### src/rtl/axi_pkg.sv
// Shared AXI4 constants, master FSM states and the size-to-strobe helper
// for the npc memory master.
package axi_pkg;

  localparam logic [1:0] RESP_OKAY   = 2'b00;
  localparam logic [1:0] RESP_SLVERR = 2'b10;
  localparam logic [1:0] RESP_DECERR = 2'b11;
  localparam logic [1:0] BURST_INCR  = 2'b01;

  typedef enum logic [2:0] {IDLE, RD_A, RD_D, WR_AW, WR_B} state_t;

  // Byte-enable pattern for an access of 1<<size bytes, right-justified.
  function automatic logic [7:0] size_strobe(input logic [2:0] size);
    case (size)
      3'd0:    size_strobe = 8'h01;
      3'd1:    size_strobe = 8'h03;
      3'd2:    size_strobe = 8'h0F;
      3'd3:    size_strobe = 8'hFF;
      default: size_strobe = 8'h00;
    endcase
  endfunction

endpackage

### src/rtl/mem_lane_align.sv
// Byte-lane steering for LSU accesses: store data/strobe shift, load data
// shift and misalignment detection. Purely combinational.
module mem_lane_align import axi_pkg::*; #(
  parameter int DATA_W = 32
) (
  input  logic [2:0]          addr_lo,
  input  logic [2:0]          size,
  input  logic [DATA_W-1:0]   wdata_in,
  input  logic [DATA_W-1:0]   rdata_in,
  output logic [DATA_W-1:0]   wdata_out,
  output logic [DATA_W/8-1:0] wstrb_out,
  output logic [DATA_W-1:0]   rdata_out,
  output logic                misaligned
);

  localparam int STRB_W = DATA_W / 8;
  localparam int OFF_W  = $clog2(STRB_W);

  logic [OFF_W-1:0] off;
  logic [OFF_W+2:0] bit_off;
  logic [7:0]       strb8;
  logic [7:0]       amask;

  // Sizes wider than the bus are reported as misaligned so they never reach it.
  always_comb begin
    off        = addr_lo[OFF_W-1:0];
    bit_off    = {off, 3'b000};
    strb8      = size_strobe(size);
    amask      = (8'd1 << size) - 8'd1;
    wdata_out  = wdata_in << bit_off;
    wstrb_out  = STRB_W'(strb8) << off;
    rdata_out  = rdata_in >> bit_off;
    misaligned = (|(addr_lo & amask[2:0])) || (size > 3'(OFF_W));
  end

endmodule

### src/rtl/axi4_mem_master.sv
// AXI4 master bridge arbitrating IFU burst fetches and LSU loads/stores.
// Define ARB_RR_EN for round-robin arbitration; otherwise LSU has fixed priority.
module axi4_mem_master import axi_pkg::*; #(
  parameter int         ADDR_W  = 32,
  parameter int         DATA_W  = 32,
  parameter logic [3:0] IFU_ID  = 4'h0,
  parameter logic [3:0] LSU_ID  = 4'h1,
  parameter logic [7:0] MAX_LEN = 8'd15
) (
  input  logic                clock,
  input  logic                reset,
  input  logic                ifu_req_valid,
  output logic                ifu_req_ready,
  input  logic [ADDR_W-1:0]   ifu_req_addr,
  input  logic [7:0]          ifu_req_len,
  output logic                ifu_rsp_valid,
  output logic [DATA_W-1:0]   ifu_rsp_data,
  output logic                ifu_rsp_last,
  output logic                ifu_rsp_err,
  input  logic                lsu_req_valid,
  output logic                lsu_req_ready,
  input  logic                lsu_req_wen,
  input  logic [ADDR_W-1:0]   lsu_req_addr,
  input  logic [2:0]          lsu_req_size,
  input  logic [DATA_W-1:0]   lsu_req_wdata,
  output logic                lsu_rsp_valid,
  output logic [DATA_W-1:0]   lsu_rsp_rdata,
  output logic                lsu_rsp_err,
  output logic                io_master_awvalid,
  input  logic                io_master_awready,
  output logic [ADDR_W-1:0]   io_master_awaddr,
  output logic [3:0]          io_master_awid,
  output logic [7:0]          io_master_awlen,
  output logic [2:0]          io_master_awsize,
  output logic [1:0]          io_master_awburst,
  output logic                io_master_wvalid,
  input  logic                io_master_wready,
  output logic [DATA_W-1:0]   io_master_wdata,
  output logic [DATA_W/8-1:0] io_master_wstrb,
  output logic                io_master_wlast,
  input  logic                io_master_bvalid,
  output logic                io_master_bready,
  input  logic [1:0]          io_master_bresp,
  input  logic [3:0]          io_master_bid,
  output logic                io_master_arvalid,
  input  logic                io_master_arready,
  output logic [ADDR_W-1:0]   io_master_araddr,
  output logic [3:0]          io_master_arid,
  output logic [7:0]          io_master_arlen,
  output logic [2:0]          io_master_arsize,
  output logic [1:0]          io_master_arburst,
  input  logic                io_master_rvalid,
  output logic                io_master_rready,
  input  logic [DATA_W-1:0]   io_master_rdata,
  input  logic [1:0]          io_master_rresp,
  input  logic                io_master_rlast,
  input  logic [3:0]          io_master_rid
);

  localparam logic [2:0] BUS_SIZE = 3'($clog2(DATA_W / 8));

  state_t              state, state_nx;
  logic                owner_lsu;
  logic [ADDR_W-1:0]   addr_q;
  logic [7:0]          len_q, beat_cnt;
  logic [2:0]          size_q;
  logic [DATA_W-1:0]   wdata_q;
  logic                aw_done, w_done, mis_pulse;
  logic                lsu_wins, accept_ifu, accept_lsu, rd_beat, beat_last;
  logic                aw_hs, w_hs, idle;
  logic [3:0]          cur_id;
  logic [DATA_W-1:0]   al_wdata, al_rdata;
  logic [DATA_W/8-1:0] al_wstrb;
  logic                al_mis;

`ifdef ARB_RR_EN
  logic rr_lsu;
  assign lsu_wins = rr_lsu;

  // Pointer moves to whichever requester was not just granted.
  always_ff @(posedge clock or posedge reset) begin
    if (reset)           rr_lsu <= 1'b0;
    else if (accept_ifu) rr_lsu <= 1'b1;
    else if (accept_lsu) rr_lsu <= 1'b0;
  end
`else
  assign lsu_wins = 1'b1;
`endif

  // In IDLE the aligner looks at the incoming request so misalignment is caught at accept.
  mem_lane_align #(.DATA_W(DATA_W)) u_align (
    .addr_lo    (idle ? lsu_req_addr[2:0] : addr_q[2:0]),
    .size       (idle ? lsu_req_size : size_q),
    .wdata_in   (wdata_q),
    .rdata_in   (io_master_rdata),
    .wdata_out  (al_wdata),
    .wstrb_out  (al_wstrb),
    .rdata_out  (al_rdata),
    .misaligned (al_mis)
  );

  always_ff @(posedge clock or posedge reset) begin
    if (reset) state <= IDLE;
    else       state <= state_nx;
  end

  always_ff @(posedge clock or posedge reset) begin
    if (reset) begin
      owner_lsu <= 1'b0;
      addr_q    <= '0;
      len_q     <= 8'd0;
      size_q    <= 3'd0;
      wdata_q   <= '0;
      beat_cnt  <= 8'd0;
      aw_done   <= 1'b0;
      w_done    <= 1'b0;
      mis_pulse <= 1'b0;
    end else begin
      mis_pulse <= accept_lsu && al_mis;
      if (accept_ifu) begin
        owner_lsu <= 1'b0;
        addr_q    <= ifu_req_addr;
        len_q     <= (ifu_req_len > MAX_LEN) ? MAX_LEN : ifu_req_len;
        size_q    <= BUS_SIZE;
        beat_cnt  <= 8'd0;
      end else if (accept_lsu) begin
        owner_lsu <= 1'b1;
        addr_q    <= lsu_req_addr;
        len_q     <= 8'd0;
        size_q    <= lsu_req_size;
        wdata_q   <= lsu_req_wdata;
        beat_cnt  <= 8'd0;
      end
      if (rd_beat) beat_cnt <= beat_last ? 8'd0 : beat_cnt + 8'd1;
      if (state == WR_AW) begin
        if (state_nx == WR_B) begin
          aw_done <= 1'b0;
          w_done  <= 1'b0;
        end else begin
          aw_done <= aw_done | aw_hs;
          w_done  <= w_done | w_hs;
        end
      end
    end
  end

  // Readies are masked during reset; with both valid only the winner sees ready.
  always_comb begin
    state_nx          = state;
    idle              = (state == IDLE);
    cur_id            = owner_lsu ? LSU_ID : IFU_ID;
    beat_last         = (beat_cnt == len_q);
    ifu_req_ready     = idle && !reset && !(lsu_req_valid && lsu_wins);
    lsu_req_ready     = idle && !reset && !(ifu_req_valid && !lsu_wins);
    accept_ifu        = ifu_req_valid && ifu_req_ready;
    accept_lsu        = lsu_req_valid && lsu_req_ready;
    io_master_arvalid = (state == RD_A);
    io_master_araddr  = addr_q;
    io_master_arid    = cur_id;
    io_master_arlen   = len_q;
    io_master_arsize  = size_q;
    io_master_arburst = BURST_INCR;
    io_master_rready  = (state == RD_D);
    io_master_awvalid = (state == WR_AW) && !aw_done;
    io_master_wvalid  = (state == WR_AW) && !w_done;
    io_master_awaddr  = addr_q;
    io_master_awid    = LSU_ID;
    io_master_awlen   = 8'd0;
    io_master_awsize  = size_q;
    io_master_awburst = BURST_INCR;
    io_master_wdata   = al_wdata;
    io_master_wstrb   = al_wstrb;
    io_master_wlast   = 1'b1;
    io_master_bready  = (state == WR_B);
    aw_hs             = io_master_awvalid && io_master_awready;
    w_hs              = io_master_wvalid && io_master_wready;
    rd_beat           = (state == RD_D) && io_master_rvalid;
    ifu_rsp_valid     = rd_beat && !owner_lsu;
    ifu_rsp_data      = '0;
    ifu_rsp_last      = 1'b0;
    ifu_rsp_err       = 1'b0;
    lsu_rsp_valid     = 1'b0;
    lsu_rsp_rdata     = '0;
    lsu_rsp_err       = 1'b0;

    if (ifu_rsp_valid) begin
      ifu_rsp_data = io_master_rdata;
      ifu_rsp_last = beat_last;
      ifu_rsp_err  = (io_master_rresp != RESP_OKAY) || (io_master_rlast != beat_last)
                     || (io_master_rid != cur_id);
    end
    if (rd_beat && owner_lsu) begin
      lsu_rsp_valid = 1'b1;
      lsu_rsp_rdata = al_rdata;
      lsu_rsp_err   = (io_master_rresp != RESP_OKAY) || (io_master_rid != cur_id);
    end else if ((state == WR_B) && io_master_bvalid) begin
      lsu_rsp_valid = 1'b1;
      lsu_rsp_err   = (io_master_bresp != RESP_OKAY) || (io_master_bid != LSU_ID);
    end else if (mis_pulse) begin
      lsu_rsp_valid = 1'b1;
      lsu_rsp_err   = 1'b1;
    end

    case (state)
      IDLE: begin
        if (accept_ifu)                  state_nx = RD_A;
        else if (accept_lsu && !al_mis)  state_nx = lsu_req_wen ? WR_AW : RD_A;
      end
      RD_A:  if (io_master_arready) state_nx = RD_D;
      RD_D:  if (rd_beat && beat_last) state_nx = IDLE;
      WR_AW: if ((aw_done || aw_hs) && (w_done || w_hs)) state_nx = WR_B;
      WR_B:  if (io_master_bvalid) state_nx = IDLE;
      default: state_nx = IDLE;
    endcase
  end

endmodule

### config.mk
export PLATFORM = sky130hd
export DESIGN_NAME = axi4_mem_master
export DESIGN_NICKNAME = d
export VERILOG_FILES = /design/src/rtl/axi_pkg.sv /design/src/rtl/mem_lane_align.sv /design/src/rtl/axi4_mem_master.sv
export SDC_FILE = /design/constraint.sdc
export NUM_CORES = 1
export LEC_CHECK = 0
export BUFFER_PORTS_ARGS = -buffer_cell sky130_fd_sc_hd__buf_2
export CAP_MARGIN = 40
export CORE_AREA = 3 3 143 145
export DETAILED_ROUTE_END_ITERATION = 8
export DIE_AREA = 0 0 146 148
export GPL_TIMING_DRIVEN = 0
export PLACE_DENSITY = 0.61
export SETUP_SLACK_MARGIN = 0.5
export SKIP_LAST_GASP = 1
export SYNTH_ARGS = -nofsm -noshare
export SYNTH_HDL_FRONTEND = slang
export SYNTH_SLANG_ARGS = --single-unit
### constraint.sdc
create_clock -name clock -period 7.3 [get_ports clock]
set_input_delay 1.46 -clock clock [delete_from_list [all_inputs] [get_ports clock]]
set_output_delay 1.46 -clock clock [all_outputs]
set_load 0.02 [all_outputs]
==> summary.md, run 1 <==
Number of cells in the finished layout apart from fillers: 1416. Clock skew on the completed layout was measured at 0.00821 ns. In this run the worst setup path terminates at lsu_req_ready.

For the pin with the worst max-slew slack, the measured transition is 0.619 ns. The arrival time of data at the critical path endpoint was 3.29 ns; the flip-flop and latch count after synthesis was 90. The most repeated library cell on the critical path is sky130_fd_sc_hd__buf_2.

The count of buffers added on input and output ports is 351. The biggest area contributor in the post-synthesis netlist is sky130_fd_sc_hd__dfrtp_1. The aggregate global-route resource usage is 0.225.

The die covers 21600 µm². The worst register-to-register path has a setup slack of 4.61 ns. The most used flip-flop cell after synthesis is sky130_fd_sc_hd__dfrtp_1. Fraction of layout instances using a drive strength above 1: 0.407. The height of the die works out to 148 µm. Buffers inserted during clock tree synthesis total 9. In this run the number of H-tree levels came out at 3.

The post-route fraction of the period consumed by the critical path is 0.651, and the time the final worst path needs with I/O delays and setup is 4.75 ns. The worst hold path belongs to the class reg2reg. For this run, the post-layout net count is 1309. The number of vias per cell after detailed routing is 4.82.

The run gives 51 as the row count. The worst setup path is captured at an output pin. The run gives 3 as the number of antenna violations at the first check in global routing. The post-synthesis async set-or-reset flop share is 1.00.

In this run the cell area of the synthesized design comes to 6100 µm². Gate count after technology mapping: 764. Walking the worst path, the cells encountered are buf_2 -> inv_4 -> buf_16 -> nand2_1 -> inv_2 -> buf_6 -> buf_2 -> buf_2. The tools report the worst reg2reg path endpoint as mis_pulse. For this run the aggregate overflow at the end of global routing stands at 0.

Setup violations remaining at the end of the flow were counted as 0. Portion of the post-synthesis area used by sequential elements: 0.369. On the critical path the largest part of the delay comes from buffers and inverters. The Yosys warning count came out at 0.

The critical setup path kind is in2out. Average instance area after synthesis: 7.99 µm². The global placer's final weighted congestion was 0.922. From synthesis to final layout, the design area changed by 40.9%. Gates resized during post-CTS repair numbered 0.

Counting flops with a built-in enable in the synthesized netlist gives 0. Ranked by total cell area, the synthesized netlist is headed by sky130_fd_sc_hd__dfrtp_1, sky130_fd_sc_hd__nand2_1, sky130_fd_sc_hd__buf_4. STA classifies the critical path startpoint as an input pin. The total number of clock tree sinks came out at 90. Initial cell density of the core: 0.316. Buffers inserted to repair hold after CTS numbered 0. The run gives 0 as the number of buffers inserted by post-CTS setup repair. For this design the ratio of total power to cell area is 474 nW/µm². IR analysis of the VDD net gives a maximum drop of 0.000193 V. The later pin in the worst-skew pair is clocked with a latency of 0.35 ns.

Origin of the critical flop-to-flop path: state[0]. No sink is reached through more buffers than the 2 on the longest clock path. Setup repair after global routing left no endpoint under its margin.

In this run, placement finished with an instance count of 1399. In this design, the stage delay of the slowest critical-path cell is 0.34 ns. The tools report the startpoint of the worst setup timing path as reset. The flow ran to the end, and the final reports show no timing, DRC or antenna violations. The instance area at placement is 8290 µm², and the global-route wire length before repair is 38.6 mm.

CTS placed an instance of sky130_fd_sc_hd__clkbuf_16 at the clock tree root. Entering global routing, the biggest net connects 58 pins. The logs give 373 for the number of ports placed on the die boundary and 25.5 mm for the final wirelength. The worst max-slew margin expressed relative to the limit came out at 0.584.

Clock-pin slew was measured on the worst setup and hold paths at 0.07 ns. The worst path buffer plus inverter count is 7, and the total via count after detailed routing is 6830. The top cell type's share of synthesized area was 0.369; the total leakage power was 4.84 nW.

The length in cells of the worst reg-to-reg path came out at 10. The remaining antenna violation count after routing was 0. TritonCTS built the clock tree.

The detailed-route DRC error count is 0, and the width of the chip is 146 µm. Total count of max-transition violations in the final report: 0. For the post-route cell area, the log shows 8600 µm². The upper clock frequency limit is 210 MHz, and the largest driver fanout on the critical path is 57. The total of max-cap violations is 0. The netlist uses 55 different library cells.

Data on the critical path is required at its endpoint by 5.84 ns. In the final routed layout, each cell accounts on average for 18.0 µm. The logs give 0 for the number of failing hold endpoints at the final stage and 6829 for the via count of the first global-routing pass. For this block, the initial DRC count from the detailed router was 318. Among all stages on the critical path, the largest delay is contributed by sky130_fd_sc_hd__inv_4. Number of iterations in the first detailed-routing pass: 4. The total number of cells along the worst setup path was 8; the standard cell core area was 19300 µm². The HPWL after detailed placement is 20.5 mm.
==> Yosys cell counts, types with 3 or more instances <==
cell                       instances
sky130_fd_sc_hd__clkbuf_1         24
sky130_fd_sc_hd__a22o_1            4
sky130_fd_sc_hd__nor2b_1          25
sky130_fd_sc_hd__nand3_1          15
sky130_fd_sc_hd__nor3_1            3
sky130_fd_sc_hd__mux2i_1          29
sky130_fd_sc_hd__buf_4            61
sky130_fd_sc_hd__dfrtp_1          90
sky130_fd_sc_hd__buf_6             3
sky130_fd_sc_hd__a22oi_1          33
sky130_fd_sc_hd__o21ai_0          42
sky130_fd_sc_hd__nand2_1         185
sky130_fd_sc_hd__xor2_1            9
sky130_fd_sc_hd__nor2_1           17
sky130_fd_sc_hd__o21ai_1          17
sky130_fd_sc_hd__a21oi_1          32
sky130_fd_sc_hd__o211ai_1          3
sky130_fd_sc_hd__inv_1             6
sky130_fd_sc_hd__and3_1           51
sky130_fd_sc_hd__buf_1             5
sky130_fd_sc_hd__a31oi_1          23
sky130_fd_sc_hd__mux2_2            4
sky130_fd_sc_hd__and2_1           19
sky130_fd_sc_hd__o22ai_1           9
sky130_fd_sc_hd__buf_2            17
==> worst register-to-register path: stages, from the launching register on <==
cell and delay, ns:
sky130_fd_sc_hd__dfrtp_1 0.35, sky130_fd_sc_hd__buf_2 0.16, sky130_fd_sc_hd__nor3_2 0.18, sky130_fd_sc_hd__buf_4 0.24
sky130_fd_sc_hd__mux2i_1 0.40, sky130_fd_sc_hd__or3b_2 0.48, sky130_fd_sc_hd__ha_1 0.21, sky130_fd_sc_hd__xor2_1 0.15
sky130_fd_sc_hd__nand2_1 0.09, sky130_fd_sc_hd__o211ai_2 0.11, sky130_fd_sc_hd__and2_1 0.19
==> layout make-up <==
type,instances,area [µm²]
fillers,2029,10700
repair buffers,352,1780
well taps,265,332
flip-flops and latches,90,2250
clock buffers,9,225
inverters,7,28.8
diodes,1,2.50
clock inverters,7,82.6
multi-input cells,575,3210
plain buffers,110,686
==> layout by cell type, fill, tap and decap left out, types with 19 or more instances in the layout <==
master,Yosys,routed
sky130_fd_sc_hd__clkbuf_1,24,24
sky130_fd_sc_hd__buf_4,61,61
sky130_fd_sc_hd__mux2i_1,29,29
sky130_fd_sc_hd__conb_1,2,20
sky130_fd_sc_hd__nor2b_1,25,25
sky130_fd_sc_hd__buf_2,17,368
sky130_fd_sc_hd__nand2_1,185,185
sky130_fd_sc_hd__a21oi_1,32,32
sky130_fd_sc_hd__o21ai_0,42,42
sky130_fd_sc_hd__and2_1,19,19
sky130_fd_sc_hd__a31oi_1,23,23
sky130_fd_sc_hd__a22oi_1,33,33
sky130_fd_sc_hd__dfrtp_1,90,90
sky130_fd_sc_hd__and3_1,51,51
==> cell families after synthesis <==
group	Yosys count	synth area share
AOI/OAI and AO/OA	175	0.175
xor gates and xnor gates	11	0.0158
adders and majority gates	3	0.00574
buffers and inverters	117	0.117
DFF	90	0.369
muxes	34	0.0586
other	2	0.00123
and+or+nand+nor	332	0.258
==> flip-flops by register name (all words and copies together) (netlist names) <==
| signal | cells |
|---|---|
| io_master_arsize | 3 |
| io_master_araddr | 32 |
| io_master_arlen | 8 |
| beat_cnt | 8 |
| mis_pulse | 1 |
| wdata_q | 32 |
| w_done | 1 |
| state | 3 |
| owner_lsu | 1 |
| aw_done | 1 |
==> power by group <==
part | internal [mW] | switching [mW]
logic | 0.975 | 1.66
registers | 0.710 | 0.236
clock network | 0.273 | 0.224
total | 1.96 | 2.12
==> routing by layer <==
| metal | vias to the layer above | part of all wire | GRT usage |
|---|---|---|---|
| met2 | 297 | 0.49 | 0.391 |
| met5 | - | 0.0011 | 0 |
| li1 | 3333 | - | - |
| met3 | 50 | 0.065 | 0.0368 |
| met4 | 4 | 0.035 | 0.0960 |
| met1 | 3146 | 0.41 | 0.277 |
==> stage by stage <==
stage	setup WS [ns]	TNS, ns	hold WS (ns)	utilization	power, mW
2_1_floorplan	1.41	0	0.445	-	2.67
3_3_place_gp	-0.328	-0.490	0.461	0.427	3.57
3_5_place_dp	2.43	0	0.465	0.429	3.59
4_1_cts	2.42	0	0.484	0.445	4.10
5_1_grt	2.28	0	0.515	0.445	4.36
6_report	2.55	0	0.480	0.445	4.08
==> worst min-delay path by stage <==
stage / startpoint / endpoint / slack (ns) / cells past startpoint
global placement: wdata_q[31] / wdata_q[31] / 0.46 / 2
CTS: wdata_q[30] / wdata_q[30] / 0.48 / 2
detailed placement: wdata_q[30] / wdata_q[30] / 0.47 / 2
global route: wdata_q[30] / wdata_q[30] / 0.51 / 2
floorplan: wdata_q[16] / wdata_q[16] / 0.45 / 2
finish: wdata_q[30] / wdata_q[30] / 0.48 / 2
(Power assumes the default switching activity.)
==> inputs of run 2 (changes only) <==
- CORE_AREA: 3 3 143 145 -> 3 3 144 146
- DIE_AREA: 0 0 146 148 -> 0 0 147 149
- PLACE_DENSITY: 0.61 -> 0.63
- clock period: 7.3 -> 4.1 ns (I/O delays scaled with it)
==> summary.md, run 2 (synthesis results as in run 1) <==
The run finished with clean final reports. The total of endpoints with negative setup slack in the final report is 0 (unchanged), and the DRC marker count from the first detailed-route iteration is 214 (-33%). From synthesis to final layout, the design area changed by 42.2%.

The run gives 7.32 mW (+80%) as the final total power. TritonCTS built the clock tree. The initial cell density of the core was 0.313 (-0.00310).

Worst reg2reg path endpoint: mis_pulse. The tools report the final net count as 1313 (+0.31%). The worst setup path is launched from a register. The tools report the worst max-slew margin expressed relative to the limit as 0.622 (+0.0383). The largest driver fanout on the critical path is 10 (-82%), and the data required time at the worst endpoint is 3.28 ns (-2.56 ns). For the post-route clock skew, the log shows 0.00803 ns (-0.000173 ns). The type of destination of the critical path was an output pin. The tools report the final wirelength as 25.3 mm (-0.52%). The clock root buffer is sky130_fd_sc_hd__clkbuf_16. The row count is 51 (unchanged). For the via count of the first global-routing pass, the log shows 6541 (-4.2%).

H-tree level count: 3 (unchanged). Arrival time of data at the critical path endpoint: 2.59 ns (-0.70 ns). For the largest net degree at the start of global routing, the log shows 37 (-36%). The tools report the number of failing hold endpoints at the final stage as 0 (unchanged). The clock tree buffer depth is 2 (unchanged), and the aggregate global-route resource usage is 0.219 (-0.00613). Overall die area: 21900 µm² (+1.4%). The placement-stage worst setup slack is 0.411 ns (-2.02 ns). The tools report the number of buffers added by the clock tree synthesis step as 9 (unchanged).

Area taken by multi-input logic gates: 3230 µm² (+0.74%). The origin of the critical flop-to-flop path was state[0]. The tools report the standard cell core area as 19500 µm² (+0.99%). The total number of clock tree sinks was 90 (unchanged); the total leakage power was 4.86 nW (+0.50%).

The power per cell area is 844 nW/µm² (+78%), and the worst ir drop on vdd is 0.000335 V (+74%). The most common library cell in the layout ignoring fill and taps is sky130_fd_sc_hd__buf_2. The total count of max-transition violations in the final report was 0 (unchanged); the number of buffers added on ports was 351 (unchanged). Slack of the critical path: 0.690 ns (-1.86 ns). Setup repair after global routing left no endpoint under its margin. The total via count after detailed routing is 6832 (+0.029%). In the layout the commonest cells are sky130_fd_sc_hd__buf_2, sky130_fd_sc_hd__nand2_1, sky130_fd_sc_hd__dfrtp_1.

By startpoint and endpoint, the worst setup path is classified as reg2out. The run gives 0 (unchanged) as the remaining antenna violation count after routing. Number of antenna violations at the first check in global routing: 1 (-2). The length in cells of the worst reg-to-reg path works out to 10 (unchanged). The critical path starts at state[0].

The final HPWL from detailed placement came out at 20.4 mm (-0.48%). The count of filler cells inserted in the layout is 2028 (-0.049%). In this run the worst setup path terminates at io_master_wstrb[0].

The global placer's final weighted congestion came out at 0.901 (-2.3%). The worst hold path class is reg2reg. For the global-route wire length before repair, the log shows 37.7 mm (-2.2%). The logs give 5 (+1) for the number of iterations in the first detailed-routing pass and 0 (unchanged) for the detailed-route DRC error count.

The post-route fraction of the period consumed by the critical path works out to 0.832. Based on the critical path, the design can be clocked at up to 293 MHz. The clock transition at the registers of the reported paths is 0.07 ns (about the same), and the sequential cell area in the final layout is 2250 µm² (unchanged). The width of the chip is 147 µm (+0.68%).

Clock insertion delay at the later pin of the skew report: 0.34 ns (about the same). The height of the die works out to 149 µm (+0.68%). Flop-to-flop setup slack: 1.39 ns (-3.22 ns).

The number of ports placed on the die boundary came out at 373 (unchanged). Detail-routed net length per standard cell: 17.8 µm (-0.73%). The number of vias per cell after detailed routing is 4.81 (-0.18%). The number of inserted diodes is 0 (-1), and the time the final worst path needs with I/O delays and setup is 3.41 ns. Pin slew with the least headroom to its limit: 0.562 ns (-0.0569 ns).

The total of max-cap violations was 0 (unchanged); the fraction of layout instances using a drive strength above 1 was 0.412 (+0.00552). The run gives 0 (unchanged) as the leftover overflow at the end of global routing.
run 2: changes by cell type in the layout (fill, tap and decap cells not counted), sizes merged:
cell and delta:
diode -1, clkinvlp +2, inv -1, clkbuf +1
buf +2
run 2: stage by stage:
step	setup TNS (ns)	std cells	hold slack, ns	area (µm²)	util
floorplan	0	782	0.445	6190	-
global placement	-58.54	1398	0.460	8280	0.424
detailed placement	0	1400	0.463	8320	0.426
CTS	0	1418	0.472	8640	0.443
global route	0	1419	0.502	8680	0.445
finish	0	1419	0.482	8680	0.445
run 2: worst min path at each step:
| stage | depth (start not counted) | to | start |
|---|---|---|---|
| final | 2 | wdata_q[30] | wdata_q[30] |
| after CTS | 2 | w_done | reset |
| after global placement | 2 | wdata_q[31] | wdata_q[31] |
| after detailed placement | 2 | wdata_q[17] | wdata_q[17] |
| after floorplan | 2 | wdata_q[16] | wdata_q[16] |
| after global routing | 2 | wdata_q[18] | wdata_q[18] |
run 2: final cells by class:
cell class | count | share of cell area
clock buffers | 9 | 0.0259
repair inverters | 1 | 0.000577
inverters | 7 | 0.00346
well taps | 265 | 0.0382
flip-flops and latches | 90 | 0.259
multi-input cells | 575 | 0.372
repair buffers | 355 | 0.209
clock inverters | 7 | 0.00951
plain buffers | 110 | 0.0817
run 2: power breakdown:
group / switching (mW) / total (mW) / internal (mW)
logic: 2.98 / 4.77 / 1.78
registers: 0.420 / 1.68 / 1.26
clock network: 0.386 / 0.871 / 0.485
run 2: what timing repair did:
| action | 4_1_cts | 5_1_grt |
|---|---|---|
| gates cloned | 1 | 0 |
| gates resized for setup | 2 | 10 |
| pin swaps | 0 | 0 |
| hold buffers | 0 | 0 |
| setup buffers | 1 | 1 |
| setup endpoints to repair | 11 | 30 |
run 2: routing by layer:
metal,up-vias,global-route usage,routed length [µm]
met4,2,0.0834,825
li1,3335,-,-
met5,-,0,13
met3,44,0.0389,1580
met2,267,0.374,12500
met1,3184,0.278,10400
run 2: worst max-delay path: stages (launching register included):
cell and delay, ns:
sky130_fd_sc_hd__dfrtp_1 0.37, sky130_fd_sc_hd__buf_2 0.17, sky130_fd_sc_hd__nor3_4 0.19, sky130_fd_sc_hd__buf_6 0.20
sky130_fd_sc_hd__mux2_2 0.46, sky130_fd_sc_hd__buf_1 0.30, sky130_fd_sc_hd__nor3_1 0.33, sky130_fd_sc_hd__buf_2 0.22
==> inputs of run 3 (changes only) <==
- CORE_AREA: 3 3 144 146 -> 3 3 143 145
- DIE_AREA: 0 0 147 149 -> 0 0 146 148
- PLACE_DENSITY: 0.63 -> 0.61
- clock period: 4.1 -> 3.5 ns (I/O delays scaled with it)
==> summary.md, run 3 (synthesis results as in run 1) <==
The power per cell area came out at 1020 nW/µm² (+21%). The width of the chip is 146 µm (-0.68%), and the post-route fraction of the period consumed by the critical path is 0.888. The height of the die is 148 µm (-0.67%).

The routed metal-1 wire length is 10.2 mm (-2.7%). Static timing analysis puts the maximum clock frequency at 322 MHz. The proportion of total power due to net switching is 0.485 (-0.0320). The tools report the arrival time of data at the critical path endpoint as 2.41 ns (-0.18 ns). The tools report the total count of max-transition violations in the final report as 0 (unchanged).

The number of vias per cell after detailed routing is 4.94 (+2.7%), and the worst max-slew margin expressed relative to the limit is 0.570 (-0.0526). Total of endpoints with negative setup slack in the final report: 0 (unchanged). Leaving out fill and tap cells, the most frequent cell in the layout is sky130_fd_sc_hd__buf_2.

The instance area at placement is 8430 µm² (+1.4%). The root buffer cell chosen for the clock tree is sky130_fd_sc_hd__clkbuf_16. The critical path goes through nor3_4 -> buf_6 -> mux2_2 -> buf_4 -> buf_6 -> a311oi_2 -> buf_4. The leftover overflow at the end of global routing was 0 (unchanged); the post-route cell area was 10000 µm² (+15%). The detail-routed net length per standard cell was 18.5 µm (+3.8%). The count of filler cells inserted in the layout was 1860 (-8.3%). The worst path buffer plus inverter count works out to 4 (unchanged). Setup repair after global routing could not meet its margin everywhere. Number of iterations in the first detailed-routing pass: 5 (unchanged). The logs give 0.518 (+0.0734) for the utilization of the core after routing and 39.8 mm (+5.5%) for the global-route wire length before repair. The tools report the clock insertion delay at the later pin of the skew report as 0.35 ns (about the same). The number of buffers added on ports is 351 (unchanged), and the row count is 51 (unchanged). The clock transition at the registers of the reported paths was 0.07 ns (about the same); the number of inserted diodes was 0 (unchanged). For the overall die area, the log shows 21600 µm² (-1.3%). The type of destination of the critical path was an output pin. The part of the power in registers is 0.197 (-0.033), and the via count of the first global-routing pass is 6974 (+6.6%). The final net count is 1339 (+2.0%).

The logs give 0 (unchanged) for the remaining antenna violation count after routing and 5.23 nW (+7.5%) for the total leakage power. The tools report the worst ir drop on vdd as 0.000488 V (+45%). The data required time at the worst endpoint is 2.80 ns (-0.48 ns).

The worst hold path class is in2async. Total via count after detailed routing: 7137 (+4.5%). The pin slew with the least headroom to its limit came out at 0.642 ns (+0.0805 ns).

The count of hold-fix buffers inserted at cts is 0 (unchanged). TritonCTS built the clock tree. The detailed-route DRC error count was 0 (unchanged). The logs give 3 (unchanged) for the H-tree level count and 0.089 (-0.030) for the clock share of power. The met2 wire length was 13.4 mm (+7.4%). Leaving out fill and tap cells, the most frequent cells in the layout are sky130_fd_sc_hd__buf_2, sky130_fd_sc_hd__nand2_1, sky130_fd_sc_hd__buf_4. The critical setup path kind was reg2out. The run gives 0 (unchanged) as the total of max-cap violations. The fraction of layout instances using a drive strength above 1 works out to 0.500 (+0.0879).

The tools report the critical path launch point type as a register. The slowest stage of the critical path belongs to the cell sky130_fd_sc_hd__dfrtp_2. For the standard cell core area, the log shows 19300 µm² (-0.98%).

The number of buffers added by the clock tree synthesis step is 9 (unchanged), and the initial cell density of the core is 0.316 (+0.00310). The tools report the sum of met3 wire segment lengths after detailed routing as 2.10 mm (+33%). For the number of antenna violations at the first check in global routing, the log shows 2 (+1). The flow ran to the end, and the final reports show no timing, DRC or antenna violations. The number of ports placed on the die boundary was 373 (unchanged). The largest driver fanout on the critical path is 10 (unchanged), and the number of failing hold endpoints at the final stage is 0 (unchanged). Largest stage delay on the critical path: 0.46 ns (about the same). The logs give 0.00643 ns (-0.00161 ns) for the post-route clock skew and 26.8 mm (+5.7%) for the final wirelength. The tools report the global placer's final weighted congestion as 0.901 (about the same). The highest metal layer used by the detailed router was met5. Relative to the synthesized area, the layout overhead comes to 64.0%.

For the total number of clock tree sinks, the log shows 90 (unchanged). The cell class contributing the biggest share of worst-path delay was buffers and inverters. DRC marker count from the first detailed-route iteration: 334 (+56%). The internal power consumption was 5.28 mW (+49%); the largest net degree at the start of global routing was 37 (unchanged). The worst path in the final design needs a cycle of 3.11 ns, including I/O delays and setup. The logs give 2 (unchanged) for the clock tree buffer depth and 20.7 mm (+1.7%) for the final HPWL from detailed placement. The aggregate global-route resource usage came out at 0.234 (+0.0151). Portion of total power attributed to combinational logic: 0.714 (+0.063). The switching component of the power came out at 4.98 mW (+31%). The tools report the worst hold slack across all endpoints as 0.422 ns (-0.0595 ns).
==> run 3: worst reg2reg max path: cells and delay by family (launching register included) <==
| family | cells | cell delay (ns) |
|---|---|---|
| and+or+nand+nor | 4 | 1.00 |
| AOI/OAI and AO/OA | 1 | 0.11 |
| adders and majority gates | 1 | 0.22 |
| xor gates and xnor gates | 1 | 0.15 |
| buffers and inverters | 2 | 0.33 |
| muxes | 1 | 0.41 |
| DFF | 1 | 0.46 |
==> run 3: final timing paths <==
check,from,cells after the start,to,slack [ns]
worst max-delay path,state[2],7,io_master_wstrb[1],0.39
worst min-delay path,reset,3,io_master_araddr[24],0.42
worst max register to register,state[2],10,mis_pulse,0.72
worst min register to register,wdata_q[28],2,wdata_q[28],0.48
max in group asynchronous,reset,4,wdata_q[27],2.58
min in group clock,wdata_q[28],2,wdata_q[28],0.48
==> run 3: layer usage <==
metal	track usage	up-vias
li1	-	3393
met2	0.415	346
met1	0.275	3321
met4	0.0978	4
met3	0.0509	73
met5	0	-
==> run 3: timing repair <==
item                       4_1_cts  5_1_grt
gates resized for setup        171       83
setup endpoints to repair       82       77
pin swaps                       22       24
gates cloned                     3        3
buffers inserted                17        6
==> run 3: metrics by stage <==
stage | setup TNS, ns | total power [mW] | std cells | setup WS, ns
CTS | 0 | 9.74 | 1435 | 0.366
floorplan | -0.0501 | 5.69 | 782 | -0.0262
global placement | -80.14 | 7.57 | 1398 | -1.30
global route | 0 | 10.8 | 1444 | 0.309
finish | 0 | 10.3 | 1444 | 0.393
detailed placement | 0 | 7.62 | 1400 | 0.198
==> run 3: power by group through the flow <==
stage / sequential [mW] / clock (mW) / combinational, mW
finish: 2.02 / 0.914 / 7.33
global route: 2.09 / 0.969 / 7.79
CTS: 1.99 / 0.942 / 6.80
detailed placement: 1.96 / 0 / 5.66
global placement: 1.96 / 0 / 5.61
floorplan: 2.08 / 0 / 3.62
==> run 3: cell type report <==
class | count | area, µm² | area share
Tap cell | 265 | 332 | 0.0331
Buffer | 110 | 893 | 0.0892
Inverter | 7 | 30.0 | 0.00300
Sequential cell | 90 | 2250 | 0.225
Timing Repair inverter | 1 | 5.00 | 0.000500
Multi-Input combinational cell | 575 | 3790 | 0.379
Clock inverter | 4 | 28.8 | 0.00287
Clock buffer | 11 | 243 | 0.0242
Timing Repair Buffer | 381 | 2430 | 0.243
